`src/rtl/leaf_egress_arbiter.sv`:
```
// Leaf egress arbiter: round-robin merge of user streams into registered BFT packets,
// with per-stream destination table, write address and credit tracking.
// Optional per-stream packet counters are enabled by defining LEAF_EGRESS_STATS_EN.
module leaf_egress_arbiter #(
  parameter int PACKET_BITS           = 49,
  parameter int PAYLOAD_BITS          = 32,
  parameter int NUM_LEAF_BITS         = 5,
  parameter int NUM_PORT_BITS         = 4,
  parameter int NUM_ADDR_BITS         = 7,
  parameter int NUM_OUT_PORTS         = 4,
  parameter int FREESPACE_UPDATE_SIZE = 64
) (
  input  logic                                   clk,
  input  logic                                   reset,
  input  logic [NUM_OUT_PORTS*PAYLOAD_BITS-1:0]  din_leaf_user2interface,
  input  logic [NUM_OUT_PORTS-1:0]               vld_user2interface,
  output logic [NUM_OUT_PORTS-1:0]               ack_interface2user,
  input  logic                                   cfg_wr,
  input  logic [$clog2(NUM_OUT_PORTS)-1:0]       cfg_sel,
  input  logic [NUM_LEAF_BITS+NUM_PORT_BITS-1:0] cfg_dest,
  input  logic                                   credit_upd,
  input  logic [$clog2(NUM_OUT_PORTS)-1:0]       credit_sel,
  input  logic                                   resend,
  output logic [PACKET_BITS-1:0]                 dout_leaf_interface2bft
`ifdef LEAF_EGRESS_STATS_EN
  ,
  output logic [NUM_OUT_PORTS*16-1:0]            pkt_count
`endif
);

  localparam int SEL_BITS  = $clog2(NUM_OUT_PORTS);
  localparam int DEST_BITS = NUM_LEAF_BITS + NUM_PORT_BITS;
  localparam int CRED_BITS = NUM_ADDR_BITS + 1;
  localparam logic [CRED_BITS-1:0] CRED_MAX = {1'b1, {NUM_ADDR_BITS{1'b0}}};
  localparam logic [CRED_BITS:0]   UPD      = (CRED_BITS+1)'(FREESPACE_UPDATE_SIZE);

  logic [NUM_OUT_PORTS-1:0] cfg_done_q, cfg_done_d;
  logic [DEST_BITS-1:0]     dest_q    [NUM_OUT_PORTS];
  logic [DEST_BITS-1:0]     dest_d    [NUM_OUT_PORTS];
  logic [NUM_ADDR_BITS-1:0] wr_addr_q [NUM_OUT_PORTS];
  logic [NUM_ADDR_BITS-1:0] wr_addr_d [NUM_OUT_PORTS];
  logic [CRED_BITS-1:0]     credit_q  [NUM_OUT_PORTS];
  logic [CRED_BITS-1:0]     credit_d  [NUM_OUT_PORTS];
  logic [SEL_BITS-1:0]      rr_ptr_q, rr_ptr_d;
  logic [PACKET_BITS-1:0]   dout_q, dout_d;

  logic [NUM_OUT_PORTS-1:0] eligible;
  logic                     grant_vld;
  logic [SEL_BITS-1:0]      grant_idx;
  logic [SEL_BITS-1:0]      idx;
  logic [PAYLOAD_BITS-1:0]  payload;
  logic [CRED_BITS:0]       sum;

  // Handshake: ack is a same-cycle accept; a beat transfers when vld & ack are both high.
  always_comb begin
    eligible  = '0;
    grant_vld = 1'b0;
    grant_idx = '0;
    idx       = '0;
    for (int i = 0; i < NUM_OUT_PORTS; i++) begin
      eligible[i] = vld_user2interface[i] && (credit_q[i] != '0) && cfg_done_q[i]
                    && !resend && !reset;
    end
    for (int k = 1; k <= NUM_OUT_PORTS; k++) begin
      idx = SEL_BITS'((32'(rr_ptr_q) + k) % NUM_OUT_PORTS);
      if (!grant_vld && eligible[idx]) begin
        grant_vld = 1'b1;
        grant_idx = idx;
      end
    end
    ack_interface2user = grant_vld ? (NUM_OUT_PORTS'(1) << grant_idx) : '0;
    payload = din_leaf_user2interface[grant_idx*PAYLOAD_BITS +: PAYLOAD_BITS];
  end

  always_comb begin
    cfg_done_d = cfg_done_q;
    rr_ptr_d   = grant_vld ? grant_idx : rr_ptr_q;
    dout_d     = '0;
    sum        = '0;
    if (grant_vld)
      dout_d = PACKET_BITS'({1'b1, dest_q[grant_idx], wr_addr_q[grant_idx], payload});
    for (int i = 0; i < NUM_OUT_PORTS; i++) begin
      dest_d[i]    = dest_q[i];
      wr_addr_d[i] = wr_addr_q[i];
      sum          = {1'b0, credit_q[i]};
      if (grant_vld && grant_idx == SEL_BITS'(i)) begin
        wr_addr_d[i] = wr_addr_q[i] + NUM_ADDR_BITS'(1);
        sum          = sum - (CRED_BITS+1)'(1);
      end
      // Credit return is applied after the grant so a coincident pair nets to UPD-1.
      if (credit_upd && credit_sel == SEL_BITS'(i))
        sum = sum + UPD;
      credit_d[i] = (sum > {1'b0, CRED_MAX}) ? CRED_MAX : sum[CRED_BITS-1:0];
    end
    if (cfg_wr) begin
      dest_d[cfg_sel]     = cfg_dest;
      cfg_done_d[cfg_sel] = 1'b1;
    end
  end

  always_ff @(posedge clk) begin
    if (reset) begin
      dout_q     <= '0;
      rr_ptr_q   <= SEL_BITS'(NUM_OUT_PORTS - 1);
      cfg_done_q <= '0;
      for (int i = 0; i < NUM_OUT_PORTS; i++) begin
        dest_q[i]    <= '0;
        wr_addr_q[i] <= '0;
        credit_q[i]  <= CRED_MAX;
      end
    end else begin
      dout_q     <= dout_d;
      rr_ptr_q   <= rr_ptr_d;
      cfg_done_q <= cfg_done_d;
      for (int i = 0; i < NUM_OUT_PORTS; i++) begin
        dest_q[i]    <= dest_d[i];
        wr_addr_q[i] <= wr_addr_d[i];
        credit_q[i]  <= credit_d[i];
      end
    end
  end

  assign dout_leaf_interface2bft = dout_q;

`ifdef LEAF_EGRESS_STATS_EN
  logic [15:0] cnt_q [NUM_OUT_PORTS];
  logic [15:0] cnt_d [NUM_OUT_PORTS];

  always_comb begin
    for (int i = 0; i < NUM_OUT_PORTS; i++) begin
      cnt_d[i] = cnt_q[i];
      if (grant_vld && grant_idx == SEL_BITS'(i))
        cnt_d[i] = cnt_q[i] + 16'd1;
    end
  end

  always_ff @(posedge clk) begin
    for (int i = 0; i < NUM_OUT_PORTS; i++) begin
      if (reset) cnt_q[i] <= '0;
      else       cnt_q[i] <= cnt_d[i];
    end
  end

  for (genvar g = 0; g < NUM_OUT_PORTS; g++) begin : g_cnt
    assign pkt_count[g*16 +: 16] = cnt_q[g];
  end
`endif

endmodule

```
`config.mk`:
```
export PLATFORM = sky130hd
export DESIGN_NAME = leaf_egress_arbiter
export DESIGN_NICKNAME = d
export VERILOG_FILES = /design/src/rtl/leaf_egress_arbiter.sv
export SDC_FILE = /design/constraint.sdc
export NUM_CORES = 1
export LEC_CHECK = 0
export CAP_MARGIN = 20
export CORE_UTILIZATION = 30
export CTS_BUF_LIST = sky130_fd_sc_hd__clkbuf_16
export CTS_CLUSTER_DIAMETER = 200
export DETAILED_ROUTE_END_ITERATION = 10
export DONT_BUFFER_PORTS = 1
export RECOVER_POWER = 50
export SLEW_MARGIN = 20
export SYNTH_ARGS = -nofsm -noshare
export SYNTH_HDL_FRONTEND = slang
export SYNTH_SLANG_ARGS = --single-unit
```
`constraint.sdc`:
```
create_clock -name clk -period 4.3 [get_ports clk]
set_input_delay 0.86 -clock clk [delete_from_list [all_inputs] [get_ports clk]]
set_output_delay 0.86 -clock clk [all_outputs]
set_load 0.005 [all_outputs]
```
==> results.json, run 1 <==
{
  "rsz0062_at_grt": "false",
  "synth_seq_cells": 151,
  "fp.dieH_um": 161,
  "setup_tns_ns": 0,
  "required_ns": 4.62,
  "ant_nets": 0,
  "grt_pass1_wl_um": 30100,
  "maxSlewViolCount": 33,
  "syn_area_sq_um": 7600,
  "nets": 910,
  "leakagePower_nw": 3.03,
  "syn_inst": 761,
  "max_freq_mhz": 252,
  "p_comb_share_pct": 5.3,
  "outcome": "finished with violations",
  "cts-root-buf": "clkbuf_16",
  "wire_per_inst_um": 17.8,
  "clock_skew_ns": 0.0154,
  "cts_resized": 0,
  "final.period_utilization_pct": 92.3,
  "seq_area_frac_synth_pct": 39.8,
  "drt_wl_total_um": 19300,
  "setup_viol": 0,
  "crit_path_end_kind": "register",
  "async_reset_ff_share_pct": 0,
  "cap_viol_max_count": 1,
  "postCtsSetupRepairBufs": 0,
  "cts_tree": "built",
  "switchingPower_w": 0.000742,
  "fillCellCount": 2500,
  "vias": 5543,
  "cts-buffers-inserted": 17,
  "p_seq_share_pct": 45.6,
  "worst-slew-pin-transition_ns": 1.53,
  "clkSlewWorstSetupHoldPaths_ns": 0.07,
  "avgSynthCellArea_sq_um": 9.99,
  "clk_latency_ns": 0.42,
  "antenna_found_initial": 2,
  "core-area_sq_um": 24600,
  "dp_slack_ns": 0.232,
  "p_sw_share_pct": 23.4,
  "yosys.cell_types.count": 71,
  "crit_arrival_ns": 4.29,
  "port_buffers": 0,
  "die_x_um": 161,
  "yosys_warnings": 0,
  "postCtsHoldBufs": 0,
  "fp-row-count": 57,
  "p_per_area_nw_per_um2": 373,
  "min_period_ns": 3.97,
  "initial_core_util_pct": 30.9,
  "drc": 0,
  "p_int_w": 0.00243,
  "place_congestion": 0.809,
  "synth_ff_type": "dfxtp_1",
  "dieArea_sq_um": 26000,
  "timing.final.ws_setup_ns": 0.329,
  "hpwl_um": 13900,
  "startpoint_type": "register",
  "htree_levels": 4,
  "dr.first_iter.drc_count": 333,
  "grt_max_degree": 93,
  "criticalPathCategory": "reg -> reg",
  "slew_headroom_pct": -2.24,
  "grt_overflow_total": 0,
  "first_pass_iters": 4,
  "violations": "capacitance limit, slew limit",
  "total_power_w": 0.00317,
  "holdCritPathClass": "reg -> reg",
  "ir_worst_vdd_v": 0.000183,
  "grt_pass1_vias": 5617,
  "drive_gt1_share_pct": 14.5,
  "synth_edf_count": 0,
  "syn_to_final_growth_pct": 11.8,
  "cts.sinks": 151,
  "hold_viol_final": 0,
  "path_max_fanout": 6,
  "pin_count": 203,
  "synth_nets": 923,
  "p_clk_share_pct": 49.1,
  "viasPerCell": 5.10,
  "cts_buffer_depth": 2,
  "grt_usage_pct": 14.9
}
-- path summary, 6_finish.rpt --
kind	startpoint	end	slack (ns)	cells after the start
max	credit_q[0][0]$_SDFF_PP0_	credit_q[2][1]$_SDFF_PP0_	0.33	14
min	dest_q[2][3]$_SDFFE_PP0P_	dest_q[2][3]$_SDFFE_PP0P_	0.45	2
max reg2reg	credit_q[0][0]$_SDFF_PP0_	credit_q[2][1]$_SDFF_PP0_	0.33	14
min reg2reg	dest_q[2][3]$_SDFFE_PP0P_	dest_q[2][3]$_SDFFE_PP0P_	0.45	2
-- sequential cells by signal (all words and copies together), names as in the netlist --
name,flops
dest_q,36
dout_leaf_interface2bft,49
wr_addr_q,28
cfg_done_q,4
rr_ptr_q,2
credit_q,32
-- final cells by class --
cell class / instances / area [sq um] / share of cell area [%]
clock inverter: 14 / 175 / 2.06
antenna: 2 / 5.00 / 0.0589
tap: 324 / 405 / 4.77
timing repair buffer: 8 / 56.3 / 0.662
inverter: 14 / 52.6 / 0.618
clock buffer: 17 / 425 / 5.00
multi-input combinational: 556 / 4360 / 51.3
sequential: 151 / 3020 / 35.6
-- power groups by stage --
stage                     Combinational, W  Clock, W  Sequential, W
after floorplan                   0.000153         0        0.00147
after global placement            0.000169         0        0.00148
after detailed placement          0.000170         0        0.00148
after CTS                         0.000172   0.00161        0.00144
after global routing              0.000187   0.00168        0.00145
final                             0.000169   0.00156        0.00144
-- layer usage --
| layer | share of wire (%) | track usage [%] | vias up | routed length [um] |
|---|---|---|---|---|
| li1 | - | - | 2738 | - |
| met4 | 1.0 | 4.07 | 0 | 193 |
| met1 | 43 | 16.9 | 2626 | 8260 |
| met2 | 51 | 27.5 | 171 | 9950 |
| met3 | 4.9 | 3.60 | 8 | 946 |
| met5 | 0 | 0 | - | 0 |
-- synth_stat cells (4+ instances only) --
cell,number,area share (%)
dfxtp_1,151,40
nand2_1,77,3.8
nor2_1,72,3.6
a21oi_1,47,3.1
and2_1,47,3.9
mux4_2,47,14
xor2_1,32,3.7
clkbuf_1,21,1.0
mux2i_1,21,2.8
a211oi_1,17,1.7
xnor2_1,17,2.0
nor3_1,15,0.99
inv_1,14,0.69
ha_1,12,2.0
nand4_1,12,0.99
nand3_1,10,0.66
o21ai_0,10,0.66
buf_2,9,0.59
and3_1,8,0.66
buf_1,8,0.40
nor4_1,8,0.66
or4_1,7,0.69
nor3b_1,6,0.59
o211ai_1,6,0.59
or3_1,6,0.49
a211o_1,5,0.58
nand3b_1,4,0.40
nor2b_1,4,0.33
o22ai_1,4,0.33
or3b_2,4,0.46
-- metrics by stage --
step,instance area [sq um],util (%),std cells,hold slack (ns)
3_3_place_gp,7910,32.1,1053,0.437
6_report,8500,34.5,1086,0.452
4_1_cts,8510,34.6,1084,0.451
5_1_grt,8500,34.5,1086,0.475
3_5_place_dp,7910,32.1,1053,0.442
2_1_floorplan,7600,-,761,0.425
-- cells in the final DEF, fill, tap and decap left out, types with 12 or more instances in the layout --
master     synthesis  routed
xor2_1            32      32
and2_1            47      47
nand4_1           12      12
inv_1             14      15
a211oi_1          17      17
nor3_1            15      16
nand2_1           77      77
mux4_2            47      47
ha_1              12      12
xnor2_1           17      17
a21oi_1           47      47
clkbuf_16          0      17
dfxtp_1          151     151
mux2i_1           21      21
nor2_1            72      72
-- kinds of logic after synthesis --
group	synth area share, %
AO/OA/AOI/OAI	10.0
XOR/XNOR	6.53
adder cells (fa/ha/maj)	1.97
buffers and inverters	2.96
flip-flops	39.8
multiplexers	17.1
AND/OR/NAND/NOR	21.6
-- worst max-delay path: stages, from the launching register on --
cell and delay (ns):
dfxtp_1 0.34, inv_1 0.06, ha_1 0.22, or3b_2 0.49, o211ai_1 0.33, o211ai_1 0.30
nor4_1 0.52, xor2_1 0.13, ha_1 0.23, a211oi_1 0.33, nand3_1 0.13, a211oi_1 0.26
a31o_2 0.14, o211ai_1 0.12, a221oi_1 0.29
No activity file was read; power rests on OpenSTA's default activity.
==> run 2: changes to the inputs <==
--- a/config.mk
+++ b/config.mk
@@ -6,6 +6,7 @@
 export NUM_CORES = 1
 export LEC_CHECK = 0
 export CAP_MARGIN = 20
+export CORE_ASPECT_RATIO = 1.75
 export CORE_UTILIZATION = 30
 export CTS_BUF_LIST = sky130_fd_sc_hd__clkbuf_16
 export CTS_CLUSTER_DIAMETER = 200
==> constraint.sdc (replaced) <==
create_clock -name clk -period 4.3 [get_ports clk]
set_input_delay 0.86 -clock clk [delete_from_list [all_inputs] [get_ports clk]]
set_output_delay 0.86 -clock clk [all_outputs]
set_load 0.1 [all_outputs]
==> run 2 against run 1 <==
Effect of this change:
- the flow now finishes without violations
- final cell count fell by 0.92%
- hold slack got worse by 0.0026 ns
- critical path depth is 6 lower
- die area about the same
- wire length is 0.57% higher
- cell area is 0.21% higher
- count of clock-buffer cells in the layout unchanged
- combinational power hardly changed
- highest routed layer is now met5
- maximum frequency down 3.7%
- sequential power grew 5%
==> results.json, run 2 (synthesis gave the netlist of run 1 again) <==
{
  "pin_count": 203,
  "dp.cells": 1045,
  "grt_max_degree": 93,
  "drive_gt1_share_pct": 14.4,
  "fin_cells": 1076,
  "largest_reg_flops": 49,
  "multi_input_area_sq_um": 4370,
  "cts-buffers-inserted": 17,
  "crit_path_end_kind": "output pin",
  "startpoint_type": "register",
  "place_congestion": 0.863,
  "path_max_fanout": 8,
  "first_pass_iters": 5,
  "nets": 914,
  "regArea_sq_um": 3020,
  "dieArea_sq_um": 26000,
  "grt_pass1_vias": 5532,
  "postCtsSetupRepairBufs": 0,
  "fp.dieH_um": 213,
  "clkSlewWorstSetupHoldPaths_ns": 0.06,
  "drt_wl_total_um": 19500,
  "final_cell_mix": "151 x dfxtp_1, 77 x nand2_1, 72 x nor2_1",
  "criticalPathCategory": "reg -> out",
  "hp-start": "dest_q[2][8]$_SDFFE_PP0P_",
  "regToRegStartpoint": "credit_q[0][0]$_SDFF_PP0_",
  "setup_tns_ns": 0,
  "htree_levels": 4,
  "fp-row-count": 76,
  "outcome": "finished clean",
  "timing.final.ws_setup_ns": 0.175,
  "die_x_um": 122,
  "layout_commonest_cell": "dfxtp_1",
  "ant_nets": 0,
  "required_ns": 3.44,
  "ir_worst_vdd_v": 0.000276,
  "cts_buffer_depth": 2,
  "cts_tree": "built",
  "core-area_sq_um": 24700,
  "grt_usage_pct": 15.1,
  "min_period_ns": 4.12,
  "clock_skew_ns": 0.00605,
  "leakagePower_nw": 3.06,
  "maxSlewViolCount": 0,
  "holdCritPathClass": "reg -> reg",
  "syn_to_final_growth_pct": 12.0,
  "p_per_area_nw_per_um2": 369,
  "rrSetupSlack_ns": 0.29,
  "fin_area_sq_um": 8520,
  "initial_core_util_pct": 30.7,
  "hold_viol_final": 0,
  "slowest_stage": "or3b_2",
  "dr.first_iter.drc_count": 261,
  "grt_overflow_total": 0,
  "postCtsHoldBufs": 0,
  "cts_resized": 0,
  "dp_slack_ns": 0.240,
  "viasPerCell": 5.26,
  "drc": 0,
  "vias": 5661,
  "max_freq_mhz": 242,
  "dpl_cell_area_sq_um": 7960,
  "hpwl_um": 14300,
  "crit_path_max_incr_delay_ns": 0.49,
  "cts-root-buf": "clkbuf_16",
  "crit_start": "credit_q[0][0]$_SDFF_PP0_",
  "slew_headroom_pct": 24.5,
  "crit_arrival_ns": 3.26,
  "port_buffers": 0,
  "grt_pass1_wl_um": 29400,
  "clk_latency_ns": 0.43,
  "fillCellCount": 2541,
  "antenna_found_initial": 1,
  "worst-slew-pin-transition_ns": 1.13,
  "wire_per_inst_um": 18.1,
  "cts.sinks": 151,
  "antennaDiodeCount": 0,
  "rsz0062_at_grt": "false",
  "setup_viol": 0,
  "final.period_utilization_pct": 95.9,
  "cap_viol_max_count": 0,
  "layout.core_utilization_pct": 34.5,
  "path_cells": "inv_1 -> ha_1 -> or3b_2 -> o211ai_1 -> o211ai_1 -> or2_1 -> inv_1 -> buf_4"
}
## run 2: final timing paths
path | cells after the start | end
setup / recovery | 8 | ack_interface2user[2]
hold / removal | 2 | dest_q[2][8]$_SDFFE_PP0P_
setup reg to reg | 14 | credit_q[2][1]$_SDFF_PP0_
hold reg to reg | 2 | dest_q[2][8]$_SDFFE_PP0P_
## run 2: final cells by class
cell class                 count  area share [%]
clock inverter                14            1.69
timing repair buffer          12            1.31
multi-input combinational    556            51.3
inverter                      14           0.617
sequential                   151            35.5
tap                          312            4.58
clock buffer                  17            4.99
## run 2: metal layers
layer / share of wire [%] / vias to the layer above / global-route usage [%] / wire length (um)
li1: - / 2741 / - / -
met1: 39 / 2734 / 16.1 / 7580
met2: 54 / 157 / 27.4 / 10500
met3: 5.1 / 27 / 3.59 / 986
met4: 2.1 / 2 / 6.69 / 401
met5: 0.067 / - / 0 / 13
## run 2: through the flow
step | hold WS, ns | total power, W
floorplan | 0.425 | 0.00169
global placement | 0.436 | 0.00171
detailed placement | 0.442 | 0.00171
CTS | 0.450 | 0.00320
global route | 0.475 | 0.00327
finish | 0.449 | 0.00314
## run 2: worst max-delay path, delay by kind of cell (launching register included)
family	cells	cell delay, ns
DFF	1	0.34
buffers and inverters	3	0.67
AOI/OAI and AO/OA	2	0.67
adders and majority gates	1	0.25
and+or+nand+nor	2	0.90
## run 2: power breakdown
group / total [W] / leakage [nW] / internal [W] / switching (W)
registers: 0.00151 / 1.22 / 0.00143 / 0.0000810
logic: 0.000172 / 1.55 / 0.0000884 / 0.0000833
clock network: 0.00147 / 0.289 / 0.000892 / 0.000573
total: 0.00314 / 3.06 / 0.00241 / 0.000738
==> run 3: changes to the inputs <==
--- a/config.mk
+++ b/config.mk
@@ -5,6 +5,7 @@
 export SDC_FILE = /design/constraint.sdc
 export NUM_CORES = 1
 export LEC_CHECK = 0
+export ABC_AREA = 1
 export CAP_MARGIN = 20
 export CORE_ASPECT_RATIO = 1.75
 export CORE_UTILIZATION = 30
==> run 3 against run 2 <==
Effect of this change:
- the run now ends with capacitance limit, slew limit left
- synthesized cell count increased by 37%
- wire length increased by 4.6%
- non-clock buffer count unchanged
- largest cell class unchanged
- die area decreased by 2.3%
- count of clock-buffer cells in the layout unchanged
- register-to-register slack improved by 0.28 ns
- highest routed layer is now met4
==> results.json, run 3 <==
{
  "dieArea_sq_um": 25400,
  "regToRegStartpoint": "credit_q[3][0]$_SDFF_PP0_",
  "max_freq_mhz": 247,
  "rsz0062_at_grt": "false",
  "core-area_sq_um": 24100,
  "grt_max_degree": 60,
  "holdCritPathClass": "reg -> reg",
  "layout_commonest_cell": "nand2_1",
  "yosysTopAreaCellShare_pct": 40.7,
  "cts_tree": "built",
  "fillCellCount": 2524,
  "clkSlewWorstSetupHoldPaths_ns": 0.06,
  "clk_latency_ns": 0.43,
  "syn_to_final_growth_pct": 11.2,
  "cap_viol_max_count": 1,
  "initial_core_util_pct": 30.8,
  "seq_area_frac_synth_pct": 40.7,
  "postCtsSetupRepairBufs": 0,
  "path_delay_family": "simple AND/OR/NAND/NOR gates",
  "slew_headroom_pct": -3.99,
  "synth_seq_cells": 151,
  "syn_area_sq_um": 7420,
  "nets": 1189,
  "hold_viol_final": 0,
  "grt_pass1_vias": 6333,
  "multi_input_area_sq_um": 3710,
  "violations": "capacitance limit, slew limit",
  "drc": 0,
  "die_x_um": 121,
  "ant_nets": 0,
  "htree_levels": 4,
  "criticalPathCategory": "reg -> out",
  "cp_num_buf_inv": 2,
  "dr.first_iter.drc_count": 273,
  "pin_count": 203,
  "drt_wl_total_um": 20300,
  "hpwl_um": 15000,
  "fp.dieH_um": 210,
  "setup_tns_ns": 0,
  "antenna_found_initial": 1,
  "cts-root-buf": "clkbuf_16",
  "startpoint_type": "register",
  "fp-row-count": 75,
  "cts_buffer_depth": 2,
  "maxSlewViolCount": 42,
  "yosys.cell_types.count": 41,
  "dp.cells": 1316,
  "worst-slew-pin-transition_ns": 1.56,
  "crit_path_max_incr_delay_ns": 0.46,
  "path_max_fanout": 14,
  "drive_gt1_share_pct": 7.69,
  "synth_area_leaders": "dfxtp_1 41%, nand2_1 12%, inv_1 6.1%, nor2_1 5.1%, a22oi_1 4.6%",
  "cts-buffers-inserted": 17,
  "crit_arrival_ns": 3.18,
  "synth.most_common_cell": "nand2_1",
  "crit_top_cell": "nand2_1",
  "path_cells": "inv_1 -> ha_1 -> nand2_1 -> nor2_1 -> nand2_1 -> nand3_1 -> nand2_1 -> nand2_1 -> nand2_2 -> nand2_2 -> nand2_1 -> nand2_2 -> nand2_1 -> nor2_8 -> nand2_4 -> inv_2",
  "outcome": "finished with violations",
  "place_congestion": 0.800,
  "synth_edf_count": 0,
  "cts.sinks": 151,
  "first_pass_iters": 5,
  "crit_path_end_kind": "output pin",
  "hp-start": "dest_q[1][3]$_SDFFE_PP0P_",
  "synth_ff_type": "dfxtp_1",
  "grt_pass1_wl_um": 32300,
  "syn_inst": 1039,
  "grt_overflow_total": 0,
  "dp_slack_ns": 0.557,
  "fin_cells": 1349,
  "final_cell_mix": "250 x nand2_1, 151 x dfxtp_1, 120 x inv_1",
  "synth_nets": 1201,
  "slowest_stage": "inv_2",
  "wire_per_inst_um": 15.1,
  "port_buffers": 0,
  "min_period_ns": 4.04,
  "final.period_utilization_pct": 94.0,
  "timing.final.ws_setup_ns": 0.258,
  "yosys.area.top_type": "dfxtp_1",
  "clock_skew_ns": 0.00623,
  "largest_reg_flops": 49,
  "grt_usage_pct": 16.4,
  "setup_viol": 0,
  "required_ns": 3.44,
  "synthTopCellsByCount": "247 x nand2_1, 151 x dfxtp_1, 121 x inv_1",
  "regArea_sq_um": 3020,
  "async_reset_ff_share_pct": 0,
  "viasPerCell": 4.98,
  "crit_start": "credit_q[3][0]$_SDFF_PP0_",
  "yosys_warnings": 0,
  "vias": 6713,
  "avgSynthCellArea_sq_um": 7.15
}
-- run 3: cell count changes in the layout (fill, tap and decap cells not counted), sizes merged, moves of 46 or more --
| cell | previous run | this run |
|---|---|---|
| a31oi | 0 | 46 |
| and2 | 47 | 0 |
| inv | 17 | 124 |
| mux4 | 47 | 0 |
| nand2 | 77 | 258 |
| nand3 | 10 | 63 |
| o21ai | 13 | 69 |
-- run 3: final cells by class --
| type | count | share of cell area [%] |
|---|---|---|
| clock inverters | 15 | 1.67 |
| well taps | 308 | 4.67 |
| inverters | 127 | 5.77 |
| flip-flops and latches | 151 | 36.6 |
| repair buffers | 12 | 1.20 |
| clock buffers | 17 | 5.15 |
| multi-input cells | 718 | 44.9 |
| diodes | 1 | 0.0303 |
-- run 3: routing by layer --
| layer | track usage [%] | vias up | share of wire (%) |
|---|---|---|---|
| met2 | 30.5 | 215 | 53 |
| met4 | 8.13 | 0 | 3.5 |
| met5 | 0 | - | 0 |
| met1 | 16.8 | 3089 | 38 |
| met3 | 4.17 | 30 | 5.7 |
| li1 | - | 3379 | - |
-- run 3: tightest hold or removal path, cell delays in order (launching register included) --
cell	delay, ns
dfxtp_1	0.31
inv_1	0.05
a21oi_1	0.05
-- run 3: repair_timing --
action	4_1_cts	5_1_grt
hold buffers	0	0
endpoints found under the setup margin	0	1
resized for setup	0	1
-- run 3: logic make-up (layout without fill, tap and decap cells) --
family	count (synthesis)	count (layout)	share of synthesized area (%)
AO/OA/AOI/OAI	218	218	17.3
buffers and inverters	170	171	9.44
XOR/XNOR	23	23	2.71
AND/OR/NAND/NOR	465	465	27.8
flip-flops	151	151	40.7
other	0	1	0
adder cells (fa/ha/maj)	12	12	2.02
-- run 3: final timing paths --
kind	end	slack [ns]	cells past startpoint
min	dest_q[1][3]$_SDFFE_PP0P_	0.45	2
max reg2reg	credit_q[3][2]$_SDFF_PP0_	0.57	21
max	ack_interface2user[1]	0.26	16
min reg2reg	dest_q[1][3]$_SDFFE_PP0P_	0.45	2
-- run 3: per-stage QoR --
| step | hold WS, ns | util, % | instance area, sq um |
|---|---|---|---|
| after floorplan | 0.423 | - | 7420 |
| after global placement | 0.430 | 32.0 | 7710 |
| after detailed placement | 0.435 | 32.0 | 7710 |
| after CTS | 0.445 | 34.3 | 8280 |
| after global routing | 0.465 | 34.2 | 8260 |
| final | 0.447 | 34.2 | 8260 |
Power of run 3 is not shown: default switching activity piles up to over one toggle a cycle in this logic, so the estimate is an artifact.
